===== src/rtl/mc_ctrl.sv =====
// mc_ctrl: multi-cycle MIPS control unit.
// A Moore-style FSM walks each instruction through FETCH/DECODE/EXEC/MEM/WB.
// It waits on mem_ready and halts with a sticky mem_err if memory never answers.
// Optional build macro MC_CTRL_ILLEGAL_TRAP_EN adds a sticky `illegal` output.
// With that macro, undefined instructions halt instead of retiring as a NOP.
// While rst is high every output reads 0, so a reset mid-instruction writes nothing.
module mc_ctrl #(
  parameter int ALUOP_W     = 4,   // >= 4; bits above [3:0] are driven 0
  parameter int MEM_TIMEOUT = 255  // wait-cycle limit for mem_ready; 0 disables it
) (
  input  logic               clk,
  input  logic               rst,
  input  logic [5:0]         Op,
  input  logic [5:0]         Funct,
  input  logic               Zero,
  input  logic               mem_ready,
  output logic               PCWrite,
  output logic               IRWrite,
  output logic               IorD,
  output logic               MemRead,
  output logic               MemWrite,
  output logic               RegWrite,
  output logic               EXTOp,
  output logic               ALUSrc,
  output logic [ALUOP_W-1:0] ALUOp,
  output logic [1:0]         NPCOp,
  output logic [1:0]         GPRSel,
  output logic [1:0]         WDSel,
  output logic [2:0]         state,
  output logic               instr_done,
  output logic               mem_err
`ifdef MC_CTRL_ILLEGAL_TRAP_EN
  ,
  output logic               illegal
`endif
);

  typedef enum logic [2:0] {
    S_FETCH = 3'd0, S_DECODE = 3'd1, S_EXEC = 3'd2,
    S_MEM   = 3'd3, S_WB     = 3'd4, S_HALT = 3'd5
  } state_e;

  typedef enum logic [3:0] {
    ALU_NOP = 4'd0, ALU_ADD = 4'd1, ALU_SUB = 4'd2, ALU_AND = 4'd3,
    ALU_OR  = 4'd4, ALU_SLT = 4'd5, ALU_SLTU = 4'd6, ALU_SLL = 4'd7,
    ALU_NOR = 4'd8, ALU_LUI = 4'd9, ALU_SRL = 4'd10
  } alu_e;

  localparam logic [5:0] OP_RTYPE = 6'h00, OP_J    = 6'h02, OP_JAL  = 6'h03;
  localparam logic [5:0] OP_BEQ   = 6'h04, OP_BNE  = 6'h05, OP_ADDI = 6'h08;
  localparam logic [5:0] OP_ANDI  = 6'h0C, OP_ORI  = 6'h0D, OP_LUI  = 6'h0F;
  localparam logic [5:0] OP_LW    = 6'h23, OP_SW   = 6'h2B;
  localparam logic [5:0] FN_JR    = 6'h08;

  localparam logic [1:0] NPC_PLUS4 = 2'b00, NPC_BRANCH = 2'b01, NPC_JUMP = 2'b10, NPC_JR = 2'b11;
  localparam logic [1:0] GPR_RD = 2'b00, GPR_RT = 2'b01, GPR_RA = 2'b10;
  localparam logic [1:0] WD_ALU = 2'b00, WD_MEM = 2'b01, WD_PC  = 2'b10;

  // The counter only has to reach MEM_TIMEOUT-1: that wait cycle is the limit cycle.
  localparam int CNT_W = (MEM_TIMEOUT > 1) ? $clog2(MEM_TIMEOUT) : 1;
  localparam logic [CNT_W-1:0] WAIT_LIMIT = CNT_W'((MEM_TIMEOUT > 0) ? MEM_TIMEOUT - 1 : 0);
  localparam bit TIMEOUT_EN = (MEM_TIMEOUT != 0);

  // R-type funct to ALU operation; ALU_NOP marks an undefined funct (jr is handled in DECODE).
  function automatic alu_e rtype_alu(input logic [5:0] fn);
    case (fn)
      6'h20, 6'h21: return ALU_ADD;
      6'h22, 6'h23: return ALU_SUB;
      6'h24:        return ALU_AND;
      6'h25:        return ALU_OR;
      6'h27:        return ALU_NOR;
      6'h2A:        return ALU_SLT;
      6'h2B:        return ALU_SLTU;
      6'h00:        return ALU_SLL;
      6'h02:        return ALU_SRL;
      default:      return ALU_NOP;
    endcase
  endfunction

  state_e           state_q, state_d;
  logic [CNT_W-1:0] wait_q, wait_d;
  logic             mem_err_q, mem_err_d;
  alu_e             alu_op;
  logic             waiting;

`ifdef MC_CTRL_ILLEGAL_TRAP_EN
  logic illegal_q, illegal_d;
  logic instr_legal;

  // Opcode/funct legality, only needed when undefined instructions trap.
  always_comb begin
    instr_legal = 1'b0;
    case (Op)
      OP_RTYPE: instr_legal = (rtype_alu(Funct) != ALU_NOP) || (Funct == FN_JR);
      OP_J, OP_JAL, OP_BEQ, OP_BNE, OP_ADDI, OP_ANDI,
      OP_ORI, OP_LUI, OP_LW, OP_SW: instr_legal = 1'b1;
      default: instr_legal = 1'b0;
    endcase
  end
`endif

  // Next-state, wait counter and Moore outputs for the current state.
  always_comb begin
    // NOTE: every signal written here gets a default first, so no path can infer a latch.
    state_d    = state_q;
    wait_d     = '0;
    mem_err_d  = mem_err_q;
    waiting    = 1'b0;
    alu_op     = ALU_NOP;
    PCWrite    = 1'b0;
    IRWrite    = 1'b0;
    IorD       = 1'b0;
    MemRead    = 1'b0;
    MemWrite   = 1'b0;
    RegWrite   = 1'b0;
    EXTOp      = 1'b0;
    ALUSrc     = 1'b0;
    NPCOp      = NPC_PLUS4;
    GPRSel     = GPR_RD;
    WDSel      = WD_ALU;
    instr_done = 1'b0;
`ifdef MC_CTRL_ILLEGAL_TRAP_EN
    illegal_d  = illegal_q;
`endif

    case (state_q)
      S_FETCH: begin
        MemRead = 1'b1;
        if (mem_ready) begin
          IRWrite = 1'b1;
          PCWrite = 1'b1;
          state_d = S_DECODE;
        end else begin
          waiting = 1'b1;
        end
      end
      S_DECODE: begin
        if (Op == OP_J || Op == OP_JAL) begin
          PCWrite    = 1'b1;
          NPCOp      = NPC_JUMP;
          instr_done = 1'b1;
          state_d    = S_FETCH;
          if (Op == OP_JAL) begin
            RegWrite = 1'b1;
            GPRSel   = GPR_RA;
            WDSel    = WD_PC;
          end
        end else if (Op == OP_RTYPE && Funct == FN_JR) begin
          PCWrite    = 1'b1;
          NPCOp      = NPC_JR;
          instr_done = 1'b1;
          state_d    = S_FETCH;
`ifdef MC_CTRL_ILLEGAL_TRAP_EN
        end else if (!instr_legal) begin
          illegal_d = 1'b1;
          state_d   = S_HALT;
`endif
        end else begin
          state_d = S_EXEC;
        end
      end
      S_EXEC: begin
        state_d = S_WB;
        case (Op)
          OP_RTYPE: begin
            alu_op = rtype_alu(Funct);
            if (alu_op == ALU_NOP) begin
              instr_done = 1'b1;
              state_d    = S_FETCH;
            end
          end
          OP_ADDI: begin EXTOp = 1'b1; ALUSrc = 1'b1; alu_op = ALU_ADD; end
          OP_ORI:  begin ALUSrc = 1'b1; alu_op = ALU_OR;  end
          OP_ANDI: begin ALUSrc = 1'b1; alu_op = ALU_AND; end
          OP_LUI:  begin ALUSrc = 1'b1; alu_op = ALU_LUI; end
          OP_LW, OP_SW: begin
            EXTOp   = 1'b1;
            ALUSrc  = 1'b1;
            alu_op  = ALU_ADD;
            state_d = S_MEM;
          end
          OP_BEQ, OP_BNE: begin
            alu_op     = ALU_SUB;
            PCWrite    = (Op == OP_BEQ) ? Zero : ~Zero;
            NPCOp      = NPC_BRANCH;
            instr_done = 1'b1;
            state_d    = S_FETCH;
          end
          default: begin
            instr_done = 1'b1;
            state_d    = S_FETCH;
          end
        endcase
      end
      S_MEM: begin
        IorD     = 1'b1;
        MemRead  = (Op == OP_LW);
        MemWrite = (Op == OP_SW);
        if (mem_ready) begin
          if (Op == OP_LW) begin
            state_d = S_WB;
          end else begin
            instr_done = 1'b1;
            state_d    = S_FETCH;
          end
        end else begin
          waiting = 1'b1;
        end
      end
      S_WB: begin
        RegWrite   = 1'b1;
        GPRSel     = (Op == OP_RTYPE) ? GPR_RD : GPR_RT;
        WDSel      = (Op == OP_LW) ? WD_MEM : WD_ALU;
        instr_done = 1'b1;
        state_d    = S_FETCH;
      end
      S_HALT: state_d = S_HALT;
      default: state_d = S_FETCH;
    endcase

    // A wait cycle that hits the limit halts; a mem_ready on that cycle never gets here.
    if (waiting) begin
      if (TIMEOUT_EN && wait_q == WAIT_LIMIT) begin
        mem_err_d = 1'b1;
        state_d   = S_HALT;
      end else begin
        wait_d = wait_q + CNT_W'(1);
      end
    end

    ALUOp   = ALUOP_W'(alu_op);
    state   = state_q;
    mem_err = mem_err_q;

    if (rst) begin
      PCWrite    = 1'b0;
      IRWrite    = 1'b0;
      IorD       = 1'b0;
      MemRead    = 1'b0;
      MemWrite   = 1'b0;
      RegWrite   = 1'b0;
      EXTOp      = 1'b0;
      ALUSrc     = 1'b0;
      ALUOp      = '0;
      NPCOp      = NPC_PLUS4;
      GPRSel     = GPR_RD;
      WDSel      = WD_ALU;
      instr_done = 1'b0;
      state      = S_FETCH;
      mem_err    = 1'b0;
    end
  end

`ifdef MC_CTRL_ILLEGAL_TRAP_EN
  assign illegal = illegal_q & ~rst;
`endif

  // State register, wait counter and sticky flags with synchronous reset.
  always_ff @(posedge clk) begin
    // NOTE: non-blocking assignments make every register update from pre-edge values.
    if (rst) begin
      state_q   <= S_FETCH;
      wait_q    <= '0;
      mem_err_q <= 1'b0;
`ifdef MC_CTRL_ILLEGAL_TRAP_EN
      illegal_q <= 1'b0;
`endif
    end else begin
      state_q   <= state_d;
      wait_q    <= wait_d;
      mem_err_q <= mem_err_d;
`ifdef MC_CTRL_ILLEGAL_TRAP_EN
      illegal_q <= illegal_d;
`endif
    end
  end

endmodule


===== config.mk =====
export PLATFORM = sky130hd
export DESIGN_NAME = mc_ctrl
export DESIGN_NICKNAME = d
export VERILOG_FILES = /design/src/rtl/mc_ctrl.sv
export SDC_FILE = /design/constraint.sdc
export NUM_CORES = 1
export LEC_CHECK = 0
export BUFFER_PORTS_ARGS = -buffer_cell sky130_fd_sc_hd__buf_2
export CAP_MARGIN = 40
export CORE_ASPECT_RATIO = 1.2
export CORE_UTILIZATION = 40
export CTS_CLUSTER_DIAMETER = 60
export DETAILED_ROUTE_END_ITERATION = 8
export GPL_TIMING_DRIVEN = 0
export PLACE_DENSITY = 0.74
export SKIP_LAST_GASP = 1
export SYNTH_ARGS = -nofsm -noshare
export SYNTH_HDL_FRONTEND = slang
export SYNTH_SLANG_ARGS = --single-unit

===== constraint.sdc =====
create_clock -name clk -period 5.7 [get_ports clk]
set_input_delay 0.855 -clock clk [delete_from_list [all_inputs] [get_ports clk]]
set_output_delay 0.855 -clock clk [all_outputs]
set_load 0.005 [all_outputs]

==> flow_metrics.env <==
export IMPL_drc=0
export IMPL_p_per_area_nw_per_um2=134.5
export IMPL_switching_share_pct=29.04
export IMPL_drtIter0Drc=30
export IMPL_syn_inst=182
export IMPL_path_clk_slew_ns=0.07
export IMPL_final_net_count=237
export IMPL_grt_pass1_wl_mm=5.416
export IMPL_syn_avg_cell_area_um2=7.184
export IMPL_maxSlewViolCount=0
export IMPL_netlist_area_um2=1308
export IMPL_regArea_um2=240.2
export IMPL_p_int_mw=0.1478
export IMPL_setup_slack_ns=2.376
export IMPL_drt_pass1_iter_count=4
export IMPL_rsz0062_at_grt="no"
export IMPL_num_vias=1419
export IMPL_clockBufferDepth=2
export IMPL_finalClockSkew_ns=0.003769
export IMPL_multi_input_area_um2=952.2
export IMPL_p_switching_mw=0.06049
export IMPL_timing_fmax_mhz=300.8
export IMPL_drive_gt1_share_pct=28.90
export IMPL_std_cell_rows=22
export IMPL_crit_required_ns=4.85
export IMPL_fin_setup_tns_ns=0
export IMPL_synth_fp_nets=200
export IMPL_via_per_inst=5.587
export IMPL_irDropWorstVdd_v=0.0001280
export IMPL_grtUsageTotal_pct=19.67
export IMPL_synth_edf_count=0
export IMPL_ctsHoldBuffers=0
export IMPL_n_antenna_cell=0
export IMPL_yosysWarnings=0
export IMPL_fill_cells=333
export IMPL_syn2layout_area_growth_pct=18.47
export IMPL_status="finished, final reports clean"
export IMPL_cts_sinks=12
export IMPL_clkPwrFrac_pct=31.4
export IMPL_critPathLaunch="Op[2]"
export IMPL_initial_core_util_pct=42.41
export IMPL_worstHoldStart="wait_q[0]"
export IMPL_cts_buffers=3
export IMPL_ys_types=52
export IMPL_pwr_share_seq_pct=41.8
export IMPL_cts_root_buf="clkbuf_4"
export IMPL_cts_tree="yes"
export IMPL_grt_max_degree=11
export IMPL_utilization_pct=50.24
export IMPL_core_um2=3083
export IMPL_cp_max_fo=10
export IMPL_place_congestion=0.8191
export IMPL_overflow=0
export IMPL_pre_cts_slack_ns=2.372
export IMPL_dp_hpwl_mm=2.494
export IMPL_hp_class="reg -> reg"
export IMPL_crit_type="in -> out"
export IMPL_port_buffer_count=32
export IMPL_grt_pass1_vias=1298
export IMPL_synth_flop_cell="dfxtp_1"
export IMPL_setup_viol=0
export IMPL_worstMarginPinSlew_ns=0.3767
export IMPL_cp_data_arrival_time_ns=2.47
export IMPL_cts_htree_levels=1
export IMPL_final_antenna_net_count=0
export IMPL_async_reset_ff_share_pct=0
export IMPL_cp_start_kind="input port"
export IMPL_cts_resized=0
export IMPL_slew_headroom_pct=74.24
export IMPL_die_area_um2=3502
export IMPL_fp_dieW_um=54.19
export IMPL_critPathCaptureType="primary output"
export IMPL_clock_latency_ns=0.27
export IMPL_p_leak_nw=0.6678
export IMPL_pin_count=39
export IMPL_ys_seq_area_share_pct=18.37
export IMPL_wire_per_inst_um=12.47
export IMPL_maxCapViolCount=0
export IMPL_fin_crit_ns=3.324
export IMPL_hold_viol=0
export IMPL_cts_setup_buffers=0
export IMPL_fin_crit_sh_pct=58.32
export IMPL_antenna_found_initial=0
export IMPL_wirelength_mm=3.168
export IMPL_worstReg2RegStart="state_q[0]"
export IMPL_ys_ff_latch=12
export IMPL_p_comb_share_pct=26.9
export IMPL_fp_dieH_um=64.63
## cells in the final DEF (no fill, tap or decap), types with 4 or more instances in the layout
cell type and n:
a31oi_1 5, a21oi_1 10, inv_1 5, xor2_1 5, nor2b_1 7, dfxtp_1 12
nand3_1 8, clkbuf_1 5, nand2b_1 6, nand2_1 14, a211oi_1 4, nor3_1 8
nor2_1 23, o21ai_0 7, buf_2 35
## Yosys cell counts, types with 2 or more instances
cell type,instances,area share (%)
inv_1,5,1.4
a31oi_1,5,2.4
ha_1,2,1.9
a21oi_1,10,3.8
buf_4,2,1.1
buf_2,3,1.1
nor3_1,8,3.1
or2_2,3,1.4
o32ai_1,3,2.0
a211oi_1,4,2.3
nor2b_1,7,3.3
and3_1,3,1.4
nor2_1,23,6.6
clkbuf_1,5,1.4
dfxtp_1,12,18
xor2_1,5,3.3
nand4b_1,2,1.3
nand4_1,3,1.4
a2111oi_0,2,1.3
buf_6,3,2.6
and2b_2,3,2.0
o21ai_0,7,2.7
nand2b_1,6,2.9
xnor2_1,3,2.0
and2_1,3,1.4
or3_1,3,1.4
nand3_1,8,3.1
a21o_1,2,1.1
nand2_1,14,4.0
## cell families (layout without fill, tap and decap cells)
kind of cell | after synthesis | in the layout | synth area share [%]
adder cells (fa/ha/maj) | 2 | 2 | 1.914
AND/OR/NAND/NOR | 100 | 100 | 43.93
XOR/XNOR | 8 | 8 | 5.359
flip-flops | 12 | 12 | 18.37
AO/OA/AOI/OAI | 41 | 41 | 21.63
buffers and inverters | 19 | 55 | 8.803
## worst paths after layout
check | slack [ns] | cells after the start | to
worst max-delay path | 2.38 | 8 | instr_done
worst min-delay path | 0.50 | 1 | wait_q[0]
worst max register to register | 3.85 | 5 | state_q[0]
worst min register to register | 0.50 | 1 | wait_q[0]
## final cells by class
cell class / instances / area share [%]
Timing Repair Buffer: 32 / 10.34
Buffer: 14 / 6.220
Clock buffer: 4 / 2.342
Sequential cell: 12 / 15.51
Inverter: 5 / 1.212
Multi-Input combinational cell: 151 / 61.47
Tap cell: 36 / 2.908
## power by group through the flow
stage               registers [mW]  logic, mW  clock network (mW)
detailed placement          0.0889     0.0556                   0
global route                0.0873     0.0630              0.0715
CTS                         0.0869     0.0558              0.0678
global placement            0.0890     0.0553                   0
finish                      0.0870     0.0560              0.0653
floorplan                   0.0884     0.0394                   0
## metrics by stage
| step | hold slack, ns | instance area (um2) | total power [mW] | instances |
|---|---|---|---|---|
| 2_1_floorplan | 0.4525 | 1308 | 0.1278 | 182 |
| 3_3_place_gp | 0.4861 | 1513 | 0.1443 | 250 |
| 3_5_place_dp | 0.4878 | 1513 | 0.1445 | 250 |
| 4_1_cts | 0.5072 | 1549 | 0.2105 | 254 |
| 5_1_grt | 0.5333 | 1549 | 0.2217 | 254 |
| 6_report | 0.5041 | 1549 | 0.2083 | 254 |
## metal layers
layer,part of all wire [%],GRT usage (%),wire (um)
met1,45,25.56,1439
met2,49,33.23,1546
met3,5.7,3.052,182
met4,0,3.846,0
met5,0,0,0
## critical path, cell delays in order
cell	delay [ns]
buf_6	0.11
or4_1	0.51
buf_2	0.18
nor4_4	0.24
and2_4	0.22
nor3_1	0.05
o21a_1	0.18
buf_2	0.12
## state kept, by name (all words and copies together) (netlist names)
signal / cells
state_q: 3
mem_err_q: 1
wait_q: 8
(Power assumes the default switching activity.)
